===== src/rtl/segment_weight_learner.sv =====
// Counts fed-back segment numbers and publishes them as four 8-bit chooser weights.
// Optional build macro WEIGHT_FLOOR_EN clamps every published weight to at least 1.
module segment_weight_learner #(
    parameter int unsigned MAX_SUM = 251
) (
    input  logic       in_clock,
    input  logic       in_reset,
    input  logic       in_valid,
    input  logic [1:0] in_segment_number,
    input  logic       in_clear,
    input  logic       in_publish,
    output logic       out_ready,
    output logic [7:0] out_weight0,
    output logic [7:0] out_weight1,
    output logic [7:0] out_weight2,
    output logic [7:0] out_weight3,
    output logic [7:0] out_sum_weights,
    output logic [7:0] out_total,
    output logic       out_publish_done
);

    typedef enum logic {ST_ACCUM, ST_DECAY} state_t;

    localparam logic [7:0] MAX_SUM_B = 8'(MAX_SUM);

    state_t     state_q, state_d;
    logic [7:0] cnt_q [4];
    logic [7:0] cnt_d [4];
    logic [7:0] total_q, total_d;
    logic [1:0] pend_q, pend_d;
    logic [7:0] w_q [4];
    logic [7:0] w_d [4];
    logic [7:0] pw [4];
    logic [7:0] sum_q, sum_d;
    logic       done_q, done_d;
    logic       accept, pub_fire;

    always_comb begin
        state_d  = state_q;
        cnt_d    = cnt_q;
        total_d  = total_q;
        pend_d   = pend_q;
        w_d      = w_q;
        sum_d    = sum_q;
        accept   = in_valid && (state_q == ST_ACCUM);
        pub_fire = in_publish && !in_clear && (total_q != '0);

        // Publish samples the counters before this cycle's update; 8-bit sum is exact since total <= 251.
        for (int unsigned i = 0; i < 4; i++) begin
`ifdef WEIGHT_FLOOR_EN
            pw[i] = (cnt_q[i] == '0) ? 8'd1 : cnt_q[i];
`else
            pw[i] = cnt_q[i];
`endif
        end
        done_d = pub_fire;
        if (pub_fire) begin
            w_d   = pw;
            sum_d = pw[0] + pw[1] + pw[2] + pw[3];
        end

        if (in_clear) begin
            for (int unsigned i = 0; i < 4; i++) cnt_d[i] = '0;
            total_d = '0;
            state_d = ST_ACCUM;
        end else if (state_q == ST_DECAY) begin
            for (int unsigned i = 0; i < 4; i++)
                cnt_d[i] = (cnt_q[i] >> 1) + {7'd0, pend_q == 2'(i)};
            // Halved total is at most MAX_SUM/2 + 3, so 8-bit arithmetic loses nothing.
            total_d = cnt_d[0] + cnt_d[1] + cnt_d[2] + cnt_d[3];
            state_d = ST_ACCUM;
        end else if (accept) begin
            if (total_q < MAX_SUM_B) begin
                cnt_d[in_segment_number] = cnt_q[in_segment_number] + 8'd1;
                total_d = total_q + 8'd1;
            end else begin
                pend_d  = in_segment_number;
                state_d = ST_DECAY;
            end
        end
    end

    always_ff @(posedge in_clock) begin
        if (!in_reset) begin
            state_q <= ST_ACCUM;
            for (int unsigned i = 0; i < 4; i++) begin
                cnt_q[i] <= '0;
                w_q[i]   <= 8'd1;
            end
            total_q <= '0;
            pend_q  <= '0;
            sum_q   <= 8'd4;
            done_q  <= 1'b0;
        end else begin
            state_q <= state_d;
            cnt_q   <= cnt_d;
            total_q <= total_d;
            pend_q  <= pend_d;
            w_q     <= w_d;
            sum_q   <= sum_d;
            done_q  <= done_d;
        end
    end

    assign out_ready        = (state_q == ST_ACCUM);
    assign out_weight0      = w_q[0];
    assign out_weight1      = w_q[1];
    assign out_weight2      = w_q[2];
    assign out_weight3      = w_q[3];
    assign out_sum_weights  = sum_q;
    assign out_total        = total_q;
    assign out_publish_done = done_q;

endmodule

===== config.mk =====
export PLATFORM = sky130hd
export DESIGN_NAME = segment_weight_learner
export DESIGN_NICKNAME = d
export VERILOG_FILES = /design/src/rtl/segment_weight_learner.sv
export SDC_FILE = /design/constraint.sdc
export NUM_CORES = 1
export LEC_CHECK = 0
export BUFFER_PORTS_ARGS = -buffer_cell sky130_fd_sc_hd__clkbuf_2
export CORE_MARGIN = 3
export CORE_UTILIZATION = 50
export CTS_CLUSTER_SIZE = 14
export DETAILED_ROUTE_END_ITERATION = 10
export PLACE_DENSITY = 0.72
export SLEW_MARGIN = 20
export SYNTH_ARGS = -nofsm -noshare
export SYNTH_HDL_FRONTEND = slang
export SYNTH_SLANG_ARGS = --single-unit

===== constraint.sdc =====
create_clock -name in_clock -period 5.45 [get_ports in_clock]
set_input_delay 0.545 -clock in_clock [delete_from_list [all_inputs] [get_ports in_clock]]
set_output_delay 0.545 -clock in_clock [all_outputs]
set_load 0.05 [all_outputs]

**Word-level counts from Yosys, hierarchy flattened**

Index checks and enable logic that the tools add are counted.

- Equal/unequal tests: 3
- Bitwise logic cells: 6
- Multiplexer cells: 13
- Add/subtract/negate cells: 12
- Order comparisons: 3
- Reductions and logical operators: 13

Operators with widths:

| kind | count |
|---|---|
| 32-bit two-way mux | 3 |
| 8-bit adder | 6 |
| 8-bit two-way mux | 6 |
| 7-bit by 1-bit adder with 8-bit output | 4 |
| 32-bit bitwise mux | 1 |
| 8-bit by 1-bit adder with 8-bit output, second input constant | 2 |
| 8-bit binary-select mux with 2-bit select | 1 |
| 8-bit demux with 2-bit select | 1 |
| 8-bit < comparator, second input constant | 1 |
| 8-bit nonzero test | 1 |
| 1-bit NOT | 5 |
| 2-bit equality test, second input constant | 2 |
| 1-bit logical AND | 4 |
| 4-bit AND reduction | 1 |
| 2-bit nonzero test | 2 |
| 4-bit OR reduction | 1 |
| 3-bit >= comparator, second input constant | 1 |
| 3-bit by 1-bit < comparator with 1-bit output, second input constant | 1 |
| 2-bit NOT with 3-bit output | 1 |
| 2-bit by 1-bit equality test with 1-bit output, second input constant | 1 |
| 2-bit logical NOT | 1 |
| 2-bit AND reduction | 1 |
| 2-bit OR reduction | 1 |
| 1-bit logical NOT | 1 |
| 1-bit two-way mux | 1 |

- Flip-flop bits (word level): 84
- Output and inout bits: 50
- Bits of input ports: 7
- Word-level logic and storage cells: 63

**Longest topological paths before layout**

- Depth after elaboration: 9
- Gate-level depth with buffers: 15
- Gate-level depth less buffers: 15

**Worst setup path after synthesis**

Ideal clock, no wire load.

- Path kind: reg-to-reg
- Start: register pend_q[1]
- End: register total_q[7] (netlist: out_total[7])
- Library setup time: 0.086 ns
- Path buffers: 0
- Arrival: 3.420 ns
- Cell stages (with the launch flop): 16
- Slack: 1.944 ns
- Cell sequence: dfxtp_1 nor2b_1 ha_1 ha_1 fa_1 inv_1 fa_1 inv_1 ha_1 fa_1 a21o_1 a21oi_1 nand2b_1 o2bb2ai_1 xnor2_1 a211oi_1

- Word-level cells in the longest chain between the ends: 6

Ends and longest elaborated chain:

| what | RTL line | RTL |
|---|---|---|
| from (decl) | 30 | `logic [1:0] pend_q, pend_d;` |
| from (signal assigned) | 98 | `pend_q <= pend_d;` |
| 2-bit by 1-bit equality test with 1-bit output / 2-bit logical NOT (equally long branches) | 68 | `cnt_d[i] = (cnt_q[i] >> 1) + {7'd0, pend_q == 2'(i)};` |
| 7-bit by 1-bit adder with 8-bit output | 68 |  |
| 8-bit adder (2 in series) | 70 | `total_d = cnt_d[0] + cnt_d[1] + cnt_d[2] + cnt_d[3];` |
| 8-bit adder * | 70 |  |
| 8-bit two-way mux * | 66 | `end else if (state_q == ST_DECAY) begin` |
| to (signal assigned) | 97 | `total_q <= total_d;` |
| to (decl) | 29 | `logic [7:0] total_q, total_d;` |

Every way passes the cells marked *; elsewhere a longest branch is shown, timed or not.
A chain may end at the register's enable or synchronous reset.

**Final worst setup path**

Same ends and word-level chain as after synthesis.

==> results.ini <==
[layout]
diodes = 0
fin_util_pct = 57.0
syn_to_final_growth_pct = 10.1
fillers = 964
fin_nets = 724
regArea_mm2 = 0.00168
fin_cells = 805
multi_input_area_mm2 = 0.00341
drive_gt1_share_pct = 14.8

[floorplanning]
ios = 57
initial_core_util_pct = 51.8
rows = 37
die_height_um = 110
coreArea_mm2 = 0.0104
die_area_mm2 = 0.0121
dieWidth_um = 110

[clock_network]
cts_buffers = 9
insertion_delay_ns = 0.38
cts_tree = done
cts_max_path_buffers = 2
cts.sinks = 84
ctsRootBufferMaster = clkbuf_8
cts-resized-gates = 0
cts_hold_repair.buffers = 0
cts_max_level = 3
post_cts_buffers = 0
clkTransAtPathRegs_ns = 0.09

[synthesis]
dominantRegCellSynth = dfxtp_1
synth_top_area_share_pct = 31.2
ys_warn_count = 0
syn_area_per_cell_um2 = 8.62
synthTopCellsByCount = nand2_1 (108), dfxtp_1 (84), a21oi_1 (60)
synth_edf_count = 0
ys_seq_area_share_pct = 31.2
yosysTopAreaCell = dfxtp_1
synth-async-reset-ratio_pct = 0
synth_cell_types = 58
ys_ff_latch = 84
synthCells = 626
syn_area_mm2 = 0.00540
yosysMostFrequentCell = nand2_1
netlist_top_cells_area = dfxtp_1 (31%), fa_1 (10%), nand2_1 (7.5%), ha_1 (5.8%), a21oi_1 (5.6%)
syn_nets = 686

[drt]
wire_per_inst_um = 17.3
viasPerCell = 5.77
finalWirelength_um = 14000
drtIter0Drc = 528
drt_first_pass_iters = 5
vias = 4644
route.detailed.drc = 0
postRouteAntennaNets = 0

[sta]
hold_ws_ns = 0.457
relSlewSlack_pct = 37.4
finalSetupViolCount = 0
fin_worst_skew_ns = 0.00662
maxSlewViolCount = 0
clock.fmax_mhz = 264
rsz0062_at_grt = false
max_slew.worst_pin.slew_ns = 0.939
hold_viol_final = 0
setup_tns_ns = 0
post-route-min-period_ns = 3.79
post-route-period-util_pct = 69.6

[power_and_ir_drop]
cellPowerDensity_mw_per_mm2 = 198
ir_drop_uv = 107
p_total_mw = 1.17
p_leak_nw = 2.45

[critical_path]
cp_data_arrival_time_ns = 4.09
crit_fanout = 5
cp-start-kind = flop
crit_type = reg -> reg
endpoint_kind = flop
cp_data_required_time_ns = 5.75

[status]
status = finished, final reports clean

[worst_hold_path]
min_path_type = reg -> reg

[global_route]
grt_pass1_wl_um = 22700
grt_max_degree = 48
grtUsageTotal_pct = 24.7
antenna_found_initial = 0
grt_pass1_vias = 4435
globalRoute.totalOverflow = 0

[place]
place.port_buffers = 56
placed_cells = 789
dp_hpwl_um = 10200
gp_congestion = 0.913

[run]
drv_cap = 0

==> cell families after synthesis <==
group / after synthesis / synth area share, %
DFF: 84 / 31.2
xor gates and xnor gates: 50 / 8.79
adders and majority gates: 53 / 16.2
buffers and inverters: 76 / 5.63
muxes: 21 / 5.91
and+or+nand+nor: 218 / 17.7
AOI/OAI and AO/OA: 124 / 14.6
==> area by class of cell <==
cell class,instances,share of cell area (%)
sequential,84,28.3
tap,136,2.86
multi-input combinational,466,57.5
clock inverter,6,0.906
inverter,40,2.53
timing repair buffer,63,5.60
clock buffer,10,2.32
==> final timing paths <==
path	slack, ns	from	cells after the start	end
hold / removal	0.46	out_weight0[6]$_SDFFE_PN0P_	2	out_weight0[6]$_SDFFE_PN0P_
setup / recovery	1.66	pend_q[1]$_SDFFE_PN0P_	15	out_total[7]$_SDFFE_PP0P_
setup reg to reg	1.66	pend_q[1]$_SDFFE_PN0P_	15	out_total[7]$_SDFFE_PP0P_
hold reg to reg	0.46	out_weight0[6]$_SDFFE_PN0P_	2	out_weight0[6]$_SDFFE_PN0P_
==> report_power, final <==
part	internal (mW)	switching (mW)
Sequential	0.618	0.00868
Combinational	0.0320	0.0637
Clock	0.187	0.264
==> layer usage <==
layer	part of all wire, %	up-vias	global-route usage, %
li1	-	2198	-
met1	45	2229	34.1
met2	46	196	39.7
met3	7.3	21	3.58
met4	1.9	0	8.37
met5	0	-	0
==> critical path, cell delays in order (launching register included) <==
cell	delay, ns
dfxtp_1	0.40
nor2b_1	0.18
ha_1	0.19
ha_1	0.26
fa_1	0.52
inv_1	0.06
fa_1	0.51
inv_1	0.04
ha_1	0.21
fa_1	0.40
a21o_1	0.17
a21oi_1	0.20
nand2b_1	0.13
o2bb2ai_1	0.12
xnor2_1	0.10
a211oi_1	0.22
==> per-stage QoR <==
stage	worst slack, ns	cell area [um^2]
floorplan	1.94	5400
global placement	1.81	5750
detailed placement	1.67	5750
CTS	1.64	5940
global route	1.43	5940
finish	1.66	5940
==> sequential cells by signal, summed over array words and instances (netlist names) <==
signal / flops
out_sum_weights: 8
state_q: 1
pend_q: 2
out_weight0: 8
out_total: 8
out_weight3: 8
cnt_q: 32
out_weight1: 8
out_publish_done: 1
out_weight2: 8
==> layout by cell type (no fill, tap or decap), types with 3 or more instances in the layout <==
cell	count
a21oi_1	59
xnor2_1	33
buf_4	7
ha_1	25
o22ai_1	7
nand4_1	7
o21ai_0	7
clkbuf_8	10
nand2_1	108
mux2i_1	12
a211oi_1	14
o211ai_1	6
nor2b_1	3
fa_1	28
nand3_1	24
mux4_2	6
nor3_1	6
o21ai_1	4
nor2_1	53
a21o_1	3
o21a_1	4
xor2_1	13
nand3b_1	3
dfxtp_1	84
inv_6	3
inv_1	39
clkbuf_2	56
No activity file was read; power rests on OpenSTA's default activity.
